[config.mk]
export PLATFORM = sky130hd
export DESIGN_NAME = pipe_stage
export DESIGN_NICKNAME = d
export VERILOG_FILES = /design/src/rtl/pipe_stage_pkg.sv /design/src/rtl/pipe_skid_entry.sv /design/src/rtl/pipe_stage.sv
export SDC_FILE = /design/constraint.sdc
export NUM_CORES = 1
export LEC_CHECK = 0
export BUFFER_PORTS_ARGS = -buffer_cell sky130_fd_sc_hd__buf_2
export CAP_MARGIN = 20
export CORE_MARGIN = 10
export CORE_UTILIZATION = 49
export DETAILED_ROUTE_END_ITERATION = 16
export PLACE_DENSITY = 0.77
export SYNTH_ARGS = -nofsm -noshare
export SYNTH_HDL_FRONTEND = slang
export SYNTH_SLANG_ARGS = --single-unit
[constraint.sdc]
create_clock -name clk -period 7.91 [get_ports clk]
set_clock_uncertainty 0.15 [all_clocks]
set_input_delay 1.9775 -clock clk [delete_from_list [all_inputs] [get_ports clk]]
set_output_delay 1.9775 -clock clk [all_outputs]
set_load 0.02 [all_outputs]
[src/rtl/pipe_stage_pkg.sv]
// Shared definitions for the MIPS inter-stage pipeline registers: control-word
// field map, exception codes and the skid-buffer occupancy encoding.
package pipe_stage_pkg;

  localparam int CTRL_W = 21;
  localparam int EXC_W  = 5;

  // Control-word field positions, decoded by the consuming stage
  localparam int CTRL_DMWR        = 20;
  localparam int CTRL_RFWR        = 19;
  localparam int CTRL_RFRD_HI     = 18;
  localparam int CTRL_RFRD_LO     = 17;
  localparam int CTRL_WASEL_HI    = 16;
  localparam int CTRL_WASEL_LO    = 15;
  localparam int CTRL_WDSEL_HI    = 14;
  localparam int CTRL_WDSEL_LO    = 13;
  localparam int CTRL_EXTOP_HI    = 12;
  localparam int CTRL_EXTOP_LO    = 11;
  localparam int CTRL_PCSRC_HI    = 10;
  localparam int CTRL_PCSRC_LO    = 8;
  localparam int CTRL_ALUSRCA_HI  = 7;
  localparam int CTRL_ALUSRCA_LO  = 6;
  localparam int CTRL_ALUSRCB_HI  = 5;
  localparam int CTRL_ALUSRCB_LO  = 4;
  localparam int CTRL_ALUOP_HI    = 3;
  localparam int CTRL_ALUOP_LO    = 0;

  localparam logic [EXC_W-1:0] EXC_NONE = 5'd0;
  localparam logic [EXC_W-1:0] EXC_INT  = 5'd1;
  localparam logic [EXC_W-1:0] EXC_RI   = 5'd10;
  localparam logic [EXC_W-1:0] EXC_OV   = 5'd12;

  typedef enum logic [1:0] {
    ST_EMPTY = 2'd0,
    ST_ONE   = 2'd1,
    ST_TWO   = 2'd2
  } occ_state_e;

endpackage

[src/rtl/pipe_skid_entry.sv]
// One pipeline slot: a valid flag plus PC/instruction/control/exception payload.
// Clearing zeroes ctrl/exc so an empty slot can never present a live control word.
module pipe_skid_entry #(
  parameter int PC_W    = 32,
  parameter int INSTR_W = 32,
  parameter int CTRL_W  = 21,
  parameter int EXC_W   = 5
) (
  input  logic               clk,
  input  logic               rst,
  input  logic               load,
  input  logic               clr,
  input  logic [PC_W-1:0]    d_pc,
  input  logic [INSTR_W-1:0] d_instr,
  input  logic [CTRL_W-1:0]  d_ctrl,
  input  logic [EXC_W-1:0]   d_exc,
  output logic               valid,
  output logic [PC_W-1:0]    pc,
  output logic [INSTR_W-1:0] instr,
  output logic [CTRL_W-1:0]  ctrl,
  output logic [EXC_W-1:0]   exc
);

  // Slot storage; clear wins over load, pc/instr hold their value on clear
  always_ff @(posedge clk or posedge rst) begin
    if (rst) begin
      valid <= 1'b0;
      pc    <= {PC_W{1'b0}};
      instr <= {INSTR_W{1'b0}};
      ctrl  <= {CTRL_W{1'b0}};
      exc   <= {EXC_W{1'b0}};
    end else if (clr) begin
      valid <= 1'b0;
      ctrl  <= {CTRL_W{1'b0}};
      exc   <= {EXC_W{1'b0}};
    end else if (load) begin
      valid <= 1'b1;
      pc    <= d_pc;
      instr <= d_instr;
      ctrl  <= d_ctrl;
      exc   <= d_exc;
    end
  end

endmodule

[src/rtl/pipe_stage.sv]
// Inter-stage pipeline register built as a 2-entry skid buffer with flush,
// bubble zeroing and first-fault EPC capture.
module pipe_stage #(
  parameter int PC_W    = 32,
  parameter int INSTR_W = 32,
  parameter int CTRL_W  = 21,
  parameter int EXC_W   = 5
) (
  input  logic               clk,
  input  logic               rst,
  input  logic               in_valid,
  output logic               in_ready,
  input  logic [PC_W-1:0]    in_pc,
  input  logic [INSTR_W-1:0] in_instr,
  input  logic [CTRL_W-1:0]  in_ctrl,
  input  logic [EXC_W-1:0]   in_exc,
  output logic               out_valid,
  input  logic               out_ready,
  output logic [PC_W-1:0]    out_pc,
  output logic [INSTR_W-1:0] out_instr,
  output logic [CTRL_W-1:0]  out_ctrl,
  output logic [EXC_W-1:0]   out_exc,
  input  logic               flush,
  output logic [PC_W-1:0]    epc,
  output logic               epc_valid
);
  import pipe_stage_pkg::*;

  occ_state_e         state_r, state_nxt_s;
  logic               in_ready_r;
  logic               accept_s, release_s;
  logic               main_load_s, main_clr_s, main_from_skid_s;
  logic               skid_load_s, skid_clr_s;
  logic [PC_W-1:0]    main_d_pc_s;
  logic [INSTR_W-1:0] main_d_instr_s;
  logic [CTRL_W-1:0]  main_d_ctrl_s;
  logic [EXC_W-1:0]   main_d_exc_s;
  logic               skid_valid_s;
  logic [PC_W-1:0]    skid_pc_s;
  logic [INSTR_W-1:0] skid_instr_s;
  logic [CTRL_W-1:0]  skid_ctrl_s;
  logic [EXC_W-1:0]   skid_exc_s;
  logic [PC_W-1:0]    epc_r;
  logic               epc_valid_r;

  assign accept_s  = in_valid & in_ready_r;
  assign release_s = out_valid & out_ready;
  assign in_ready  = in_ready_r;
  assign epc       = epc_r;
  assign epc_valid = epc_valid_r;

  // Occupancy next-state and slot load/clear controls; flush overrides everything
  always_comb begin
    state_nxt_s      = state_r;
    main_load_s      = 1'b0;
    main_clr_s       = 1'b0;
    main_from_skid_s = 1'b0;
    skid_load_s      = 1'b0;
    skid_clr_s       = 1'b0;
    if (flush) begin
      state_nxt_s = ST_EMPTY;
      main_clr_s  = 1'b1;
      skid_clr_s  = 1'b1;
    end else begin
      case (state_r)
        ST_EMPTY: begin
          if (accept_s) begin
            state_nxt_s = ST_ONE;
            main_load_s = 1'b1;
          end else begin
            state_nxt_s = ST_EMPTY;
          end
        end
        ST_ONE: begin
          if (accept_s && release_s) begin
            main_load_s = 1'b1;
          end else if (accept_s) begin
            state_nxt_s = ST_TWO;
            skid_load_s = 1'b1;
          end else if (release_s) begin
            state_nxt_s = ST_EMPTY;
            main_clr_s  = 1'b1;
          end else begin
            state_nxt_s = ST_ONE;
          end
        end
        ST_TWO: begin
          if (release_s) begin
            state_nxt_s      = ST_ONE;
            main_load_s      = 1'b1;
            main_from_skid_s = 1'b1;
            skid_clr_s       = 1'b1;
          end else begin
            state_nxt_s = ST_TWO;
          end
        end
        default: begin
          state_nxt_s = ST_EMPTY;
          main_clr_s  = 1'b1;
          skid_clr_s  = 1'b1;
        end
      endcase
    end
  end

  // Main slot refills from the skid when draining TWO, otherwise from upstream
  always_comb begin
    main_d_pc_s    = in_pc;
    main_d_instr_s = in_instr;
    main_d_ctrl_s  = in_ctrl;
    main_d_exc_s   = in_exc;
    if (main_from_skid_s) begin
      main_d_pc_s    = skid_pc_s;
      main_d_instr_s = skid_instr_s;
      main_d_ctrl_s  = skid_ctrl_s;
      main_d_exc_s   = skid_exc_s;
    end else begin
      main_d_pc_s    = in_pc;
      main_d_instr_s = in_instr;
      main_d_ctrl_s  = in_ctrl;
      main_d_exc_s   = in_exc;
    end
  end

  // State register; in_ready is registered from the next state to break the ready path
  always_ff @(posedge clk or posedge rst) begin
    if (rst) begin
      state_r    <= ST_EMPTY;
      in_ready_r <= 1'b1;
    end else begin
      state_r    <= state_nxt_s;
      in_ready_r <= (state_nxt_s != ST_TWO);
    end
  end

  // First-fault EPC capture; a flush in the same cycle cancels the capture
  always_ff @(posedge clk or posedge rst) begin
    if (rst) begin
      epc_r       <= {PC_W{1'b0}};
      epc_valid_r <= 1'b0;
    end else if (flush) begin
      epc_valid_r <= 1'b0;
    end else if (release_s && (out_exc != {EXC_W{1'b0}}) && !epc_valid_r) begin
      epc_r       <= out_pc;
      epc_valid_r <= 1'b1;
    end
  end

  pipe_skid_entry #(
    .PC_W(PC_W), .INSTR_W(INSTR_W), .CTRL_W(CTRL_W), .EXC_W(EXC_W)
  ) u_main (
    .clk(clk), .rst(rst), .load(main_load_s), .clr(main_clr_s),
    .d_pc(main_d_pc_s), .d_instr(main_d_instr_s),
    .d_ctrl(main_d_ctrl_s), .d_exc(main_d_exc_s),
    .valid(out_valid), .pc(out_pc), .instr(out_instr),
    .ctrl(out_ctrl), .exc(out_exc)
  );

  pipe_skid_entry #(
    .PC_W(PC_W), .INSTR_W(INSTR_W), .CTRL_W(CTRL_W), .EXC_W(EXC_W)
  ) u_skid (
    .clk(clk), .rst(rst), .load(skid_load_s), .clr(skid_clr_s),
    .d_pc(in_pc), .d_instr(in_instr), .d_ctrl(in_ctrl), .d_exc(in_exc),
    .valid(skid_valid_s), .pc(skid_pc_s), .instr(skid_instr_s),
    .ctrl(skid_ctrl_s), .exc(skid_exc_s)
  );

  logic unused_s;
  assign unused_s = skid_valid_s;

endmodule

==> impl_metrics.tcl, run 1 <==
set metrics [dict create \
    status "finished, final reports clean" \
    power.net_switching_w 0.001189 \
    combPwrFrac_pct 26.0 \
    slew_headroom_pct 31.16 \
    dp_hpwl_um 14290 \
    whs_ns 0.3256 \
    synth_edf_count 0 \
    via_per_inst 5.412 \
    crit_fanout 45 \
    post_cts_buffers 0 \
    layout.nets 907 \
    p_sw_share_pct 30.88 \
    syn_inst 592 \
    grtUsageMet1_pct 21.15 \
    hold_buffers 0 \
    fillers 1441 \
    cp-start-kind "primary input" \
    use_met2_pct 26.56 \
    initial_core_util_pct 49.88 \
    slew_viol_final 0 \
    htreeDepth 1 \
    max_freq_ghz 0.2375 \
    syn_to_final_growth_pct 22.44 \
    avgSynthCellArea_um2 15.76 \
    synthFlopType "dfrtp_1" \
    rsz0062_at_grt "false" \
    cpPeakStageDelay_ns 0.75 \
    async_reset_ff_share_pct 100.0 \
    grtUsageTotal_pct 16.78 \
    drcViolationCount 0 \
    total_power_w 0.003851 \
    io_buffers 219 \
    antenna_left 0 \
    cts_resized 0 \
    wl_per_cell_um 19.92 \
    worst_slew_pin_slew_ns 1.030 \
    cts-root-buf "clkbuf_16" \
    critPathBufInv 2 \
    vias 5775 \
    timing.final.crit_share_pct 53.23 \
    min_path_type "reg -> reg" \
    drt_iter0_drc 195 \
    finalSetupViolCount 0 \
    grt-ovfl-total 0 \
    routed_wl_um 21260 \
    power_leakage_nw 5.265 \
    crit_chain "buf_2, nand2_1, nor3_4, buf_4, mux2_2, mux2_1" \
    vdd_drop_max_mv 0.2224 \
    clkPwrFrac_pct 30.2 \
    busiest_layer "met2" \
    grt_antenna_before_repair 5 \
    rows 50 \
    place_inst 1019 \
    arrival_ns 4.44 \
    yosysWarnings 0 \
    clk_path_buf_depth 3 \
    grt_pass1_vias 6283 \
    internal-power_w 0.002662 \
    insertion_delay_ns 0.50 \
    finalNonFillerCells 1067 \
    io_pins 220 \
    fin_tns_setup_ns 0 \
    cts_tree "done" \
    syn_area_mm2 0.009330 \
    die_w_um 158.0 \
    dieArea_mm2 0.02496 \
    ys_seq_area_share_pct 58.21 \
    crit_type "in -> reg" \
    required_ns 8.14 \
    critPathSlowestCell "nor3_4" \
    grt_max_degree 110 \
    maxCapViolCount 0 \
    cts_made_buffers 24 \
    use_met3_pct 7.083 \
    die-height_um 158.0 \
    crit_path_end_kind "flop" \
    path_delay_family "simple AND/OR/NAND/NOR gates" \
    pwr-share-seq_pct 43.9 \
    grt_pass1_wl_um 34210 \
    place.gp.congestion 0.7789 \
    drtPass1Iterations 4 \
    p_per_area_mw_per_mm2 337.1 \
    drive_above_1_share_pct 60.00 \
    synth_cell_type_count 37 \
    clkSinkCount 217 \
    period_minus_slack_ns 4.211 \
    core_area_mm2 0.01871 \
    ys_ff_latch 217 \
    synth_nets 687 \
    path_clk_slew_ns 0.06 \
    hold_violations 0 \
]
Yosys cell counts (3+ instances only):
library cell	instances	area, um2
a21oi_1	5	25.02
a22o_1	26	227.7
buf_12	3	60.06
buf_2	15	75.07
buf_4	6	45.04
buf_6	7	78.83
dfrtp_1	216	5405
inv_1	5	18.77
mux2_1	30	337.8
mux2_2	194	2185
mux2i_1	26	260.3
nand2_1	3	11.26
nor2_1	3	11.26
o2bb2ai_1	6	52.55
o2bb2ai_2	20	300.3
per-stage QoR:
stage | setup slack (ns) | utilization (%) | area (um2)
floorplan | 2.957 | - | 9334
global placement | 3.220 | 56.41 | 10550
detailed placement | 3.165 | 56.41 | 10550
CTS | 3.683 | 60.92 | 11400
global route | 3.539 | 61.03 | 11420
finish | 3.699 | 61.07 | 11420
worst register-to-register path: stages (launching register included):
cell      delay, ns
dfrtp_1        0.45
nand2b_4       0.19
nor3_4         0.77
buf_4          0.68
mux2_2         0.46
mux2_1         0.30
registers in the layout, indices dropped and copies added, names as in the netlist, 2 cells and up:
name and count:
u_skid.instr 32, u_main.pc 32, epc 32, u_skid.exc 5, u_skid.ctrl 21, u_main.ctrl 21, u_main.exc 5, u_main.instr 32
u_skid.pc 32, state_r 2
cells by family (layout without fill, tap and decap cells):
family          Yosys count  in the layout  synth area share (%)
compound gates           67             67                 7.470
xor+xnor                  1              1               0.09389
buf+inv                  40            278                 3.178
flops                   217            217                 58.21
mux                     250            250                 29.82
other cells               0              3                     0
simple gates             17             17                 1.220
cell type report:
type	instances	area (um2)	share of cell area, %
flip-flops and latches	217	5431	47.55
multi-input cells	335	3630	31.77
repair buffers	229	1196	10.47
clock buffers	32	701.9	6.145
well taps	234	292.8	2.563
clock inverters	12	141.4	1.238
inverters	5	22.52	0.1972
diodes	3	7.507	0.06572
layout by cell type, fill, tap and decap left out, drive strengths merged:
master	synthesis	routed
a211o	2	2
a21boi	1	1
a21oi	6	6
a22o	26	26
and2	1	1
and3b	1	1
buf	32	229
bufinv	0	3
clkbuf	3	32
clkinv	0	8
clkinvlp	0	2
dfrtp	216	216
dfstp	1	1
diode	0	3
inv	5	4
mux2	224	224
mux2i	26	26
nand2	3	3
nand2b	2	2
nand3	1	1
nor2	3	3
nor3	4	4
o21ai	3	3
o21ba	1	1
o21bai	2	2
o2bb2ai	26	26
or2b	1	1
or4	1	1
xnor2	1	1
power by group through the flow:
stage	Clock (W)	Sequential (W)	Combinational [W]
after global placement	0	0.00169	0.000994
final	0.00116	0.00169	0.00100
after floorplan	0	0.00191	0.000429
after global routing	0.00123	0.00174	0.00108
after CTS	0.00119	0.00169	0.00102
after detailed placement	0	0.00170	0.00102
metal layers:
metal	wire length, um	part of all wire (%)
met1	8872	42
met2	9881	46
met3	2250	11
met4	238	1.1
met5	13	0.061
worst paths after layout:
check | slack (ns) | start | end | cells after the start
min | 0.33 | u_main.instr[4]$_DFFE_PP0P_ | u_main.instr[4]$_DFFE_PP0P_ | 1
min reg2reg | 0.33 | u_main.instr[4]$_DFFE_PP0P_ | u_main.instr[4]$_DFFE_PP0P_ | 1
max reg2reg | 4.78 | state_r[0]$_DFF_PP0_ | u_main.instr[20]$_DFFE_PP0P_ | 5
min in group asynchronous | 1.42 | rst | epc[17]$_DFFE_PP0P_ | 2
max in group asynchronous | 4.79 | rst | u_skid.ctrl[11]$_DFFE_PP0P_ | 3
max | 3.70 | out_ready | u_main.instr[20]$_DFFE_PP0P_ | 6
Note: power is estimated with default switching activity, not from simulation.
==> run 2: changes to the inputs <==
Settings changed: ABC_AREA set to 1, CORE_UTILIZATION 49 to 55, PLACE_DENSITY 0.77 to 0.81.
Clock period 7.91 ns to 4.1 ns, I/O delays scaled along.
==> impl_metrics.tcl, run 2 <==
set metrics [dict create \
    cp_num_cells 9 \
    synth_cell_type_count 21 \
    vias 9256 \
    finalSetupViolCount 0 \
    dieArea_mm2 0.02395 \
    drt_iter0_drc 792 \
    io_pins 220 \
    total_power_w 0.006802 \
    clkPwrFrac_pct 31.2 \
    layout.nets 1524 \
    power_leakage_nw 6.838 \
    period_minus_slack_ns 2.712 \
    synthFlopType "dfrtp_1" \
    synth_edf_count 0 \
    critPathBufInv 3 \
    crit_fanout 33 \
    hold_buffers 0 \
    worst_slew_pin_slew_ns 1.060 \
    place.gp.congestion 0.8093 \
    io_buffers 219 \
    status "finished, final reports clean" \
    hold_path_end "u_skid.instr[24]$_DFFE_PP0P_" \
    post_cts_buffers 0 \
    grt-ovfl-total 0 \
    placed_cell_area_mm2 0.01110 \
    syn_area_mm2 0.009987 \
    synth.most_common_cell "nand2_1" \
    r2r-start "in_ready$_DFF_PP1_" \
    wl_per_cell_um 16.48 \
    core_area_mm2 0.01790 \
    grtUsageTotal_pct 22.71 \
    hold_depth 2 \
    slew_headroom_pct 29.34 \
    rows 49 \
    grt_antenna_before_repair 6 \
    synth_top_area_share_pct 54.12 \
    avgSynthCellArea_um2 7.889 \
    ys_ff_latch 217 \
    r2r_cells 8 \
    holdCritStartpoint "u_skid.instr[24]$_DFFE_PP0P_" \
    cts-root-buf "clkbuf_16" \
    grt_pass1_wl_um 46130 \
    die_w_um 154.8 \
    hold_violations 0 \
    cp-start-kind "primary input" \
    crit_chain "buf_2, nand2_1, inv_1, nand2_1, nand3_4, nand2_2, buf_12, nand2_1, nand2_1" \
    final_common_cell "nand2_1" \
    reg2reg_slack_ns 1.55 \
    yosysWarnings 0 \
    crit_type "in -> reg" \
    min_path_type "reg -> reg" \
    max_freq_ghz 0.3687 \
    pwr-share-seq_pct 44.4 \
    yosys-top-cells-count "nand2_1, nand3_1, dfrtp_1, buf_2, inv_1" \
    async_reset_ff_share_pct 100.0 \
    grt_pass1_vias 8984 \
    drcViolationCount 0 \
    cts_made_buffers 24 \
    routed_wl_um 27660 \
    clk_path_buf_depth 3 \
    initial_core_util_pct 55.79 \
    rsz0062_at_grt "false" \
    synth_nets 1361 \
    clkSinkCount 217 \
    combPwrFrac_pct 24.4 \
    die-height_um 154.8 \
    fin_tns_setup_ns 0 \
    crit_path_end_kind "flop" \
    critPathSlowestCell "nand2_2" \
    cts_tree "done" \
    ys_seq_area_share_pct 54.38 \
    dp_hpwl_um 16910 \
    required_ns 4.39 \
    timing.final.crit_share_pct 66.16 \
    slew_viol_final 0 \
    crit_path_frequent_cell "nand2_1" \
    arrival_ns 3.00 \
    via_per_inst 5.513 \
    cpPeakStageDelay_ns 0.65 \
    path_delay_family "simple AND/OR/NAND/NOR gates" \
    path_clk_slew_ns 0.06 \
    syn_inst 1266 \
    antenna_left 0 \
    drive_above_1_share_pct 20.00 \
    cts_resized 0 \
    p_per_area_mw_per_mm2 570.6 \
    maxCapViolCount 0 \
    layout_common_cells "nand2_1, nand3_1, buf_2, dfrtp_1, inv_1" \
    drtPass1Iterations 9 \
    internal-power_w 0.004511 \
    synth.area.top_cells "dfrtp_1, nand2_1, nand3_1" \
    yosys.area.top_type "dfrtp_1" \
    final_area_mm2 0.01192 \
    grt_max_degree 181 \
    vdd_drop_max_mv 0.5014 \
    syn_to_final_growth_pct 19.37 \
    r2r-end "u_main.pc[9]$_DFFE_PP0P_" \
    insertion_delay_ns 0.50 \
    p_sw_share_pct 33.68 \
    power.net_switching_w 0.002291 \
    fillers 1513 \
    htreeDepth 1 \
]
==> run 2: cell count changes in the layout (fill, tap and decap cells not counted), moves of 20 or more <==
cell | before | now
nand2_1 | 3 | 530
o2bb2ai_2 | 20 | 0
mux2_1 | 30 | 0
inv_1 | 4 | 37
mux2i_1 | 26 | 0
nand3_1 | 1 | 324
o21ai_0 | 2 | 33
mux2_2 | 194 | 0
a22o_1 | 26 | 0
==> run 2: per-layer routing <==
layer	global-route usage, %	vias up	part of all wire [%]
li1	-	4407	-
met1	30.22	4385	42
met2	34.62	396	45
met3	6.905	62	9.5
met4	7.647	6	3.1
met5	0	-	0.15
==> run 2: worst max-delay path by stage <==
stage | from | to | slack (ns)
2_1_floorplan | rst | epc[0]$_DFFE_PP0P_ | 0.1
3_3_place_gp | out_ready | u_main.pc[4]$_DFFE_PP0P_ | 0.96
3_5_place_dp | in_valid | u_main.pc[20]$_DFFE_PP0P_ | 0.84
4_1_cts | in_valid | u_main.pc[19]$_DFFE_PP0P_ | 1.37
5_1_grt | in_valid | u_main.pc[19]$_DFFE_PP0P_ | 1.20
6_report | in_valid | u_main.pc[19]$_DFFE_PP0P_ | 1.39
==> run 2: cells by family after synthesis <==
kind of cell    synth area share, %
simple gates                  37.40
flops                         54.38
buf+inv                       6.352
compound gates                1.867
==> run 2: power by group through the flow <==
stage	clock network, W	logic, W	registers, W
after floorplan	0	0.000711	0.00339
after global placement	0	0.00164	0.00302
after detailed placement	0	0.00168	0.00304
after CTS	0.00217	0.00169	0.00302
after global routing	0.00226	0.00187	0.00309
final	0.00213	0.00166	0.00302
==> run 2: worst reg2reg max path: stages (launching register included) <==
cell and delay [ns]:
dfstp_2 0.53, nand2_1 0.16, inv_1 0.12, nand2_1 0.12, nand3_4 0.35, nand2_2 0.51, buf_12 0.35, nand2_1 0.10
nand2_1 0.06
==> run 2: cell type report <==
cell class | instances | area, um2 | area share [%]
multi-input cells | 910 | 3959 | 33.21
clock buffers | 31 | 668.1 | 5.605
well taps | 229 | 286.5 | 2.403
clock inverters | 11 | 121.4 | 1.018
repair buffers | 232 | 1269 | 10.64
diodes | 5 | 12.51 | 0.1050
flip-flops and latches | 217 | 5431 | 45.56
inverters | 44 | 173.9 | 1.459
==> run 2: per-stage QoR <==
step	cells	hold slack [ns]	utilization (%)	setup slack [ns]
floorplan	1266	0.2925	-	0.09970
global placement	1631	0.3032	62.00	0.9570
detailed placement	1631	0.3089	62.00	0.8391
CTS	1673	0.3235	66.41	1.365
global route	1674	0.3387	66.52	1.196
finish	1679	0.3203	66.59	1.388
